File: src/rtl/sub16_serial.sv
// Multi-cycle subtractor: computes a - b CHUNK bits per cycle, LSB chunk first,
// with a registered borrow chain and a start/busy/done handshake gated by en.
module sub16_serial #(
    parameter int WIDTH = 16,
    parameter int CHUNK = 4
) (
    input  logic             clk,
    input  logic             rst_n,
    input  logic             en,
    input  logic             start,
    input  logic [WIDTH-1:0] a,
    input  logic [WIDTH-1:0] b,
    output logic             busy,
    output logic             done,
    output logic [WIDTH-1:0] diff,
    output logic             borrow,
    output logic             zero,
    output logic             ovf
);

    localparam int NCHUNK = WIDTH / CHUNK;
    localparam int CNT_W  = (NCHUNK > 1) ? $clog2(NCHUNK) : 1;
    localparam logic [CNT_W-1:0] LAST = CNT_W'(NCHUNK - 1);

    typedef enum logic {S_IDLE, S_RUN} state_t;

    state_t           r_state;
    state_t           w_state_nxt;
    logic             w_accept;
    logic             w_step;
    logic             w_last;

    logic [WIDTH-1:0] r_a_sh;
    logic [WIDTH-1:0] r_b_sh;
    logic [WIDTH-1:0] r_part;
    logic             r_bint;
    logic [CNT_W-1:0] r_cnt;
    logic             r_a_msb;
    logic             r_b_msb;
    logic             r_done;
    logic [WIDTH-1:0] r_diff;
    logic             r_borrow;
    logic             r_zero;
    logic             r_ovf;

    logic [CHUNK:0]   w_sub;
    logic [CHUNK-1:0] w_d;
    logic             w_bout;
    logic [WIDTH-1:0] w_part_nxt;

    // One chunk of the borrow chain; the extra top bit captures the chunk borrow-out.
    assign w_sub      = {1'b0, r_a_sh[CHUNK-1:0]} - {1'b0, r_b_sh[CHUNK-1:0]}
                        - {{CHUNK{1'b0}}, r_bint};
    assign w_d        = w_sub[CHUNK-1:0];
    assign w_bout     = w_sub[CHUNK];
    assign w_part_nxt = {w_d, r_part[WIDTH-1:CHUNK]};

    always_ff @(posedge clk or negedge rst_n) begin
        if (!rst_n) begin
            r_state <= S_IDLE;
        end else begin
            r_state <= w_state_nxt;
        end
    end

    always_comb begin
        w_state_nxt = r_state;
        w_accept    = 1'b0;
        w_step      = 1'b0;
        w_last      = 1'b0;
        case (r_state)
            S_IDLE: begin
                if (start && en) begin
                    w_accept    = 1'b1;
                    w_state_nxt = S_RUN;
                end
            end
            S_RUN: begin
                if (en) begin
                    w_step = 1'b1;
                    if (r_cnt == LAST) begin
                        w_last      = 1'b1;
                        w_state_nxt = S_IDLE;
                    end
                end
            end
            default: w_state_nxt = S_IDLE;
        endcase
    end

    always_ff @(posedge clk or negedge rst_n) begin
        if (!rst_n) begin
            r_a_sh   <= '0;
            r_b_sh   <= '0;
            r_part   <= '0;
            r_bint   <= 1'b0;
            r_cnt    <= '0;
            r_a_msb  <= 1'b0;
            r_b_msb  <= 1'b0;
            r_done   <= 1'b0;
            r_diff   <= '0;
            r_borrow <= 1'b0;
            r_zero   <= 1'b0;
            r_ovf    <= 1'b0;
        end else begin
            r_done <= w_last;
            if (w_accept) begin
                r_a_sh  <= a;
                r_b_sh  <= b;
                r_a_msb <= a[WIDTH-1];
                r_b_msb <= b[WIDTH-1];
                r_bint  <= 1'b0;
                r_cnt   <= '0;
            end else if (w_step) begin
                r_a_sh <= r_a_sh >> CHUNK;
                r_b_sh <= r_b_sh >> CHUNK;
                r_part <= w_part_nxt;
                r_bint <= w_bout;
                r_cnt  <= r_cnt + 1'b1;
            end
            // Operand sign bits are kept aside because the shift registers lose them.
            if (w_last) begin
                r_diff   <= w_part_nxt;
                r_borrow <= w_bout;
                r_zero   <= (w_part_nxt == '0);
                r_ovf    <= (r_a_msb != r_b_msb) && (w_part_nxt[WIDTH-1] != r_a_msb);
            end
        end
    end

    assign busy   = (r_state == S_RUN);
    assign done   = r_done;
    assign diff   = r_diff;
    assign borrow = r_borrow;
    assign zero   = r_zero;
    assign ovf    = r_ovf;

endmodule

File: config.mk
export PLATFORM = sky130hd
export DESIGN_NAME = sub16_serial
export DESIGN_NICKNAME = d
export VERILOG_FILES = /design/src/rtl/sub16_serial.sv
export SDC_FILE = /design/constraint.sdc
export NUM_CORES = 1
export LEC_CHECK = 0
export BUFFER_PORTS_ARGS = -buffer_cell sky130_fd_sc_hd__buf_2
export CAP_MARGIN = 20
export CELL_PAD_IN_SITES_DETAIL_PLACEMENT = 1
export CELL_PAD_IN_SITES_GLOBAL_PLACEMENT = 2
export CORE_MARGIN = 3
export CORE_UTILIZATION = 37
export DETAILED_ROUTE_END_ITERATION = 10
export GPL_TIMING_DRIVEN = 1
export PLACE_DENSITY = 0.83
export SLEW_MARGIN = 0
export SYNTH_ARGS = -nofsm -noshare
export SYNTH_HDL_FRONTEND = slang
export SYNTH_SLANG_ARGS = --single-unit
File: constraint.sdc
create_clock -name clk -period 2.6 [get_ports clk]
set_clock_uncertainty 0.1 [all_clocks]
set_input_delay 0.26 -clock clk [delete_from_list [all_inputs] [get_ports clk]]
set_output_delay 0.26 -clock clk [all_outputs]
set_load 0.01 [all_outputs]
Yosys cells after proc, flatten, opt, wreduce, memory -nomap -nowiden
Cells that the tools add are included.
{"block": "word_totals", "output_inout_bits": 21, "reg_bits": 74, "elab_cells": 44}
{"block": "op_classes", "bitwise_logic": 2, "add_sub_neg": 3, "eq_ne": 3, "n_reduce_logical": 5, "n_mux": 18}
{"cell": "$mux W16", "n": 4}
{"cell": "$logic_not A16 Y1", "n": 1}
{"cell": "$mux W1", "n": 11}
{"cell": "$sub A4 B4 Y5", "n": 1}
{"cell": "$sub A5 B1 Y5", "n": 1}
{"cell": "$mux W2", "n": 2}
{"cell": "$add A2 B1 Y2 const B", "n": 1}
{"cell": "$eq A2 B2 Y1 const B", "n": 1}
{"cell": "$logic_and A1 B1 Y1", "n": 2}
{"cell": "$ne A1 B1 Y1", "n": 2}
{"cell": "$not A1 Y1", "n": 2}
{"cell": "$pmux W1 S2", "n": 1}
{"cell": "$reduce_and A2 Y1", "n": 1}
{"cell": "$reduce_bool A2 Y1", "n": 1}

Longest topological paths before layout
Gate-level depths: netlist (run 1).
{"block": "logic_depth", "ltp_word": 5, "depth_mapped": 8, "ltp_nobuf": 8}

Least setup slack after synthesis (run 1)
OpenSTA, ideal clock, no wires.
{"block": "synth_timing", "path_type": "reg-to-reg", "from": "register r_a_sh[0]", "to": "register r_zero, in the netlist zero", "stages_incl_launch_ff": 7, "setup_ps": 121, "path_slack_ps": 587, "path_buffers": 0, "t_arrival_ps": 1792, "period_less_slack_ps": 2013, "cell_sequence": "dfrtp_1 -> fa_1 -> ha_1 -> nand2_1 -> and4_1 -> or2_2 -> a22o_1"}
{"block": "synth_via", "elab_chain_len": 3}
{"element": "start, declared", "line_no": "33", "text": "logic [WIDTH-1:0] r_a_sh;"}
{"element": "start signal, assigned", "line_no": "115", "text": "r_a_sh <= r_a_sh >> CHUNK;"}
{"element": "$sub A4 B4 Y5", "line_no": "52", "text": "assign w_sub = {1'b0, r_a_sh[CHUNK-1:0]} - {1'b0, r_b_sh[CHUNK-1:0]}"}
{"element": "$sub A5 B1 Y5", "line_no": "53", "text": "- {{CHUNK{1'b0}}, r_bint};"}
{"element": "$logic_not A16 Y1", "line_no": "125", "text": "r_zero <= (w_part_nxt == '0);"}
{"element": "end signal, assigned", "line_no": "125"}
{"element": "end, declared", "line_no": "43", "text": "logic r_zero;"}
No other way between the ends.
A chain may end at the register's enable or synchronous reset.

Worst setup path in the final report (run 1)
Ends and elaborated chain as after synthesis.

==> impl_metrics.yaml, run 1 <==
timing:
  finalSetupViolations: 0
  finalHoldViolCount: 0
  max_slew.worst_pin.slew_ps: 791
  post-route-period-util_pct: 81.5
  rsz0062_at_grt: "no"
  max-slew-margin-rel_pct: 47.3
  final_max_slew_viol_count: 0
  fmaxAchievable_mhz: 472
  period_minus_slack_ps: 2120
  setup_tns_ps: 0
critical_path:
  setup.worst_path.class: "register to register"
  start_kind: "register"
  crit_arrival_ps: 2260
  cp-end-kind: "register"
  cpMaxStageDelayCell: "fa_1"
  cp.required_ps: 2740
  r2r_cells: 6
  critPathLaunch: "r_a_sh[0]"
  worstPathCellList: "fa_1 > ha_1 > nand2_1 > and4_1 > or2_2 > a22o_1"
  cpPeakStageDelay_ps: 460
  r2r_start: "r_a_sh[0]"
  cp_max_fo: 4
floorplan:
  die_y_um: 97.5
  rows: 32
  die_w_um: 97.5
  die_area_mm2: 0.00950
  start_util_pct: 39.0
  core_area_mm2: 0.00793
  ios: 57
routing:
  routed_wirelength_um: 7150
  via_count: 2239
  wl_per_cell_um: 17.3
  vias_per_cell: 5.41
  drt_iter0_drc: 61
  drtAntennaViolNets: 0
  firstDrtPassIters: 4
  drc: 0
synthesis:
  synth.lib_cells_used.distinct: 33
  yosys_warnings: 0
  syn-mean-instance-area_um2: 12.4
  ys_seq_area_share_pct: 56.6
  netlist_area_mm2: 0.00309
  ys_ff_latch: 70
  syn_nets: 292
  syn_inst: 249
clock_network:
  htreeDepth: 3
  clkLatencyLatePin_ps: 350
  post-cts-setup-buffers: 0
  cts_tree: "built"
  clock_sinks: 70
  cts_buffers: 9
  clkSlewWorstSetupHoldPaths_ps: 80
  clock_path_buffers: 2
  cts_root_buf: "clkbuf_8"
global_route:
  grt_max_degree: 38
  track_usage_pct: 16.0
  grt_antenna_before_repair: 0
  grt_pass1_vias: 2441
  globalRoute.totalOverflow: 0
  grt_pass1_wl_um: 12200
power_and_ir_drop:
  p_per_area_mw_per_mm2: 1220
  power_mw: 4.55
  p_leak_nw: 1.81
  peakVddDrop_mv: 0.304
min_path:
  min-delay-start: "b[12]"
  hold_class: "input pin to register"
  min_path_cells: 3
place:
  portBuffers: 56
  placed_cell_area_mm2: 0.00349
  gp_congestion: 0.763
  hpwlAfterDp_um: 4970
final_layout:
  drive_gt1_share_pct: 34.9
  nets: 350
  synthToLayoutAreaGrowth_pct: 20.9
  layout_common_cells: "dfrtp_1, buf_2, a22o_1"
  mostFrequentLayoutCell: "dfrtp_1"
  design_area_mm2: 0.00374
  diodes: 0
job:
  maxCapViolations: 0
outcome:
  outcome: "finished, final reports clean"
==> power by group <==
part,switching [mW],internal [mW]
clock network,0.457,0.555
logic,0.850,0.856
registers,0.310,1.52
==> cell usage after synthesis <==
| cell | instances | area (um2) |
|---|---|---|
| dfrtp_1 | 70 | 1750 |
| a22o_1 | 49 | 429 |
| mux2_2 | 24 | 270 |
| inv_1 | 20 | 75.1 |
| nand2_1 | 13 | 48.8 |
| o21ai_0 | 10 | 50.1 |
| clkbuf_1 | 9 | 33.8 |
| a2bb2oi_1 | 8 | 70.1 |
| buf_2 | 8 | 40.0 |
| o22ai_1 | 8 | 50.1 |
| ha_1 | 5 | 62.6 |
| fa_1 | 2 | 40.0 |
| nor2_1 | 2 | 7.51 |
| nor4_1 | 2 | 12.5 |
| a21oi_1 | 1 | 5.00 |
| a31oi_1 | 1 | 6.26 |
| a32o_1 | 1 | 10.0 |
| and2_1 | 1 | 6.26 |
| and4_1 | 1 | 8.76 |
| buf_4 | 1 | 7.51 |
| nand2_2 | 1 | 6.26 |
| nand3_2 | 1 | 10.0 |
| nand3b_1 | 1 | 7.51 |
| nand4b_1 | 1 | 8.76 |
| nor2b_1 | 1 | 6.26 |
| nor3b_1 | 1 | 7.51 |
| nor4b_2 | 1 | 15.0 |
| o211ai_1 | 1 | 7.51 |
| o21ai_2 | 1 | 8.76 |
| or2_2 | 1 | 6.26 |
| or4_1 | 1 | 7.51 |
| xnor2_1 | 1 | 8.76 |
| xor2_1 | 1 | 8.76 |
==> final cells by class <==
type / instances / area (um2)
sequential: 70 / 1750
fill: 861 / 4190
clock inverter: 7 / 105
inverter: 20 / 75.1
timing repair buffer: 65 / 370
tap: 102 / 128
clock buffer: 9 / 124
multi-input combinational: 141 / 1190
==> layer usage <==
layer	part of all wire [%]	track usage (%)	up-vias
met5	0	0	-
met4	1.1	6.07	0
met3	4.7	3.30	9
met2	47	24.8	54
met1	47	22.0	1141
li1	-	-	1035
==> what timing repair did <==
item                                   CTS  global route
endpoints found under the hold margin   33             0
setup endpoints to repair                0             0
gates resized for setup                  0             0
hold buffers                             1             0
==> stage by stage <==
step / instances / hold WS, ps / setup WS, ps / util, %
finish: 414 / 88.5 / 481 / 47.2
global route: 414 / 90.9 / 348 / 47.2
CTS: 413 / 72.2 / 469 / 47.0
detailed placement: 396 / 290 / 479 / 44.0
global placement: 396 / 280 / 524 / 44.0
floorplan: 249 / -136 / 587 / -
==> cell families (layout without fill, tap and decap cells) <==
group,Yosys count,after routing,share of synthesized area [%]
compound gates,80,80,20.6
xor+xnor,2,2,0.566
fa+ha+maj,7,7,3.32
buf+inv,38,101,5.05
flops,70,70,56.6
mux,24,24,8.73
simple gates,28,28,5.14
==> worst max-delay path, delay by kind of cell (launching register included) <==
family / cells / cell delay [ps]
adder cells (fa/ha/maj): 2 / 750
AND/OR/NAND/NOR: 3 / 570
flip-flops: 1 / 410
AO/OA/AOI/OAI: 1 / 190
==> final timing paths <==
check                              to  slack [ps]
setup / recovery                 zero         480
hold / removal             r_b_sh[12]          90
setup reg to reg                 zero         480
hold reg to reg                r_bint         400
max in group asynchronous   r_a_sh[5]        1290
min in group asynchronous     diff[5]         430
==> registers in the layout (all words and copies together) (netlist names) <==
name	cells
busy	1
r_a_msb	1
ovf	1
r_bint	1
r_b_msb	1
zero	1
r_cnt	2
diff	16
r_b_sh	16
r_part	12
done	1
r_a_sh	16
borrow	1
(Power assumes the default switching activity.)
==> run 2, diff against run 1 <==
--- a/config.mk
+++ b/config.mk
@@ -5,15 +5,16 @@
 export SDC_FILE = /design/constraint.sdc
 export NUM_CORES = 1
 export LEC_CHECK = 0
+export ABC_AREA = 1
 export BUFFER_PORTS_ARGS = -buffer_cell sky130_fd_sc_hd__buf_2
 export CAP_MARGIN = 20
 export CELL_PAD_IN_SITES_DETAIL_PLACEMENT = 1
 export CELL_PAD_IN_SITES_GLOBAL_PLACEMENT = 2
 export CORE_MARGIN = 3
-export CORE_UTILIZATION = 37
+export CORE_UTILIZATION = 30
 export DETAILED_ROUTE_END_ITERATION = 10
 export GPL_TIMING_DRIVEN = 1
-export PLACE_DENSITY = 0.83
+export PLACE_DENSITY = 0.78
 export SLEW_MARGIN = 0
 export SYNTH_ARGS = -nofsm -noshare
 export SYNTH_HDL_FRONTEND = slang
==> constraint.sdc (replaced) <==
create_clock -name clk -period 1.8 [get_ports clk]
set_clock_uncertainty 0.1 [all_clocks]
set_input_delay 0.18 -clock clk [delete_from_list [all_inputs] [get_ports clk]]
set_output_delay 0.18 -clock clk [all_outputs]
set_load 0.01 [all_outputs]
==> impl_metrics.yaml, run 2 <==
synthesis:
  netlist_area_mm2: 0.00305
  synth-simple-area-share_pct: 14.6
  yosys_warnings: 0
  synthMuxAreaShare_pct: 0
  synth-main-ff-cell: "dfrtp_1"
  synth_xor_area_share_pct: 0.287
  synth_top_family_by_area: "simple AND/OR/NAND/NOR gates"
  syn_nets: 365
  yosys-top-cells-count: "nand2_1, dfrtp_1, inv_1"
  synthTopCellsByArea: "dfrtp_1, nand2_1, inv_1"
  ys_ff_latch: 70
  synth.lib_cells_used.distinct: 24
  syn_inst: 322
  syn-mean-instance-area_um2: 9.47
  synth.most_common_cell: "nand2_1"
  synth_edf_count: 0
  synthArstFlopShare_pct: 100
  ys_seq_area_share_pct: 57.5
  synth_top_area_share_pct: 57.5
  synth_compound_area_share_pct: 13.6
  synthAdderAreaFrac_pct: 3.37
  yosysTopAreaCell: "dfrtp_1"
timing:
  period_minus_slack_ps: 1790
  finalHoldViolCount: 0
  fmaxAchievable_mhz: 559
  finalSetupViolations: 0
  rsz0062_at_grt: "yes"
  post-route-period-util_pct: 99.4
  layout_setup_ws_ps: 10.3
  max_slew.worst_pin.slew_ps: 384
  timing.hold.ws_ps: 38.2
  setup_tns_ps: 0
  max-slew-margin-rel_pct: 74.4
  final_max_slew_viol_count: 0
min_path:
  min_path_cells: 3
  min-delay-start: "en"
  hold_path_end: "busy"
  hold_class: "input pin to register"
final_layout:
  fillCellCount: 1180
  design_area_mm2: 0.00405
  diodes: 0
  mostFrequentLayoutCell: "nand2_1"
  final-seq-area_mm2: 0.00175
  layout_common_cells: "nand2_1, dfrtp_1, buf_2"
  synthToLayoutAreaGrowth_pct: 32.9
  multi_input_area_mm2: 0.00101
  drive_gt1_share_pct: 23.0
  nets: 460
power_and_ir_drop:
  p_per_area_mw_per_mm2: 1550
  p_leak_nw: 1.98
  power_mw: 6.29
  peakVddDrop_mv: 0.454
routing:
  drt_iter0_drc: 89
  drtAntennaViolNets: 0
  routed_wirelength_um: 7250
  vias_per_cell: 4.45
  drc: 0
  firstDrtPassIters: 4
  via_count: 2464
  wl_per_cell_um: 13.1
job:
  maxCapViolations: 0
clock_network:
  clkSlewWorstSetupHoldPaths_ps: 80
  clock_sinks: 70
  cts_buffers: 9
  htreeDepth: 3
  cts_root_buf: "clkbuf_8"
  cts_tree: "built"
  post-cts-setup-buffers: 0
  clkLatencyLatePin_ps: 350
  clock_path_buffers: 2
critical_path:
  r2r_cells: 9
  ff2ff_setup_slack_ps: 10
  cp.required_ps: 1930
  cpPeakStageDelay_ps: 400
  start_kind: "register"
  reg2reg_to: "r_bint"
  critPathBufInv: 2
  cp_top_family: "adder cells"
  cpMaxStageDelayCell: "fa_2"
  cp-end-kind: "register"
  crit_arrival_ps: 1920
  setup.worst_path.class: "register to register"
  worstPathCellList: "inv_2 > fa_2 > inv_2 > fa_2 > nand2_2 > a21oi_2 > nand2_1 > nand3_1 > o21ai_1"
  r2r_start: "r_b_sh[0]"
  cp_max_fo: 2
floorplan:
  die_w_um: 107
  ios: 57
  core_area_mm2: 0.00982
  start_util_pct: 31.0
  rows: 36
  die_y_um: 107
  die_area_mm2: 0.0114
place:
  hpwlAfterDp_um: 5010
  placed_cell_area_mm2: 0.00346
  gp_congestion: 0.777
  dp_slack_ps: -55.5
  portBuffers: 56
global_route:
  globalRoute.totalOverflow: 0
  grt_pass1_vias: 2613
  grt_max_degree: 71
  grt_pass1_wl_um: 12800
  grt_antenna_before_repair: 0
  track_usage_pct: 14.1
outcome:
  outcome: "finished, final reports clean"
run 2: worst max path at each step:
stage	from	end	slack [ps]	cells past startpoint
3_5_place_dp	r_a_sh[0]	zero	-60	8
2_1_floorplan	r_a_sh[0]	zero	40	7
3_3_place_gp	r_a_sh[0]	zero	-40	7
6_report	r_b_sh[0]	r_bint	10	9
4_1_cts	r_bint	zero	1	8
5_1_grt	r_b_sh[0]	zero	-80	8
run 2: worst min-delay path, cell delays in order:
cell and delay (ps):
buf_2 110, a21oi_1 70, nor2_1 90
run 2: layout make-up:
cell class / instances / share of cell area [%]
clock buffers: 9 / 3.06
repair buffers: 98 / 17.4
flip-flops and latches: 70 / 43.2
inverters: 55 / 5.16
well taps: 133 / 4.11
clock inverters: 6 / 2.16
multi-input cells: 183 / 24.8
run 2: timing repair:
item / in CTS / in global routing
endpoints found under the setup margin: 6 / 7
hold endpoints to repair: 105 / 0
pin swaps: 4 / 7
cloned: 0 / 0
gates resized for setup: 8 / 6
hold buffers: 34 / 0
run 2: cell families (layout without fill, tap and decap cells):
| family | after synthesis | count (layout) |
|---|---|---|
| xor+xnor | 1 | 1 |
| compound gates | 65 | 65 |
| fa+ha+maj | 7 | 7 |
| buf+inv | 69 | 168 |
| simple gates | 110 | 110 |
| flops | 70 | 70 |
run 2: power breakdown:
part | leakage, nW | switching (mW) | total [mW] | internal [mW]
registers | 0.918 | 0.281 | 2.41 | 2.13
clock network | 0.109 | 0.594 | 1.37 | 0.772
logic | 0.948 | 1.50 | 2.51 | 1.00
total | 1.98 | 2.38 | 6.29 | 3.91
run 2: per-layer routing:
layer | up-vias | share of wire (%) | GRT usage [%]
li1 | 1226 | - | -
met1 | 1172 | 47 | 18.8
met2 | 58 | 48 | 22.4
met3 | 8 | 4.5 | 3.85
met4 | 0 | 1.1 | 4.66
met5 | - | 0 | 0
run 2: per-stage QoR:
stage,util [%],cells
4_1_cts,41.0,554
5_1_grt,41.2,554
2_1_floorplan,-,322
6_report,41.2,554
3_3_place_gp,35.3,505
3_5_place_dp,35.3,505
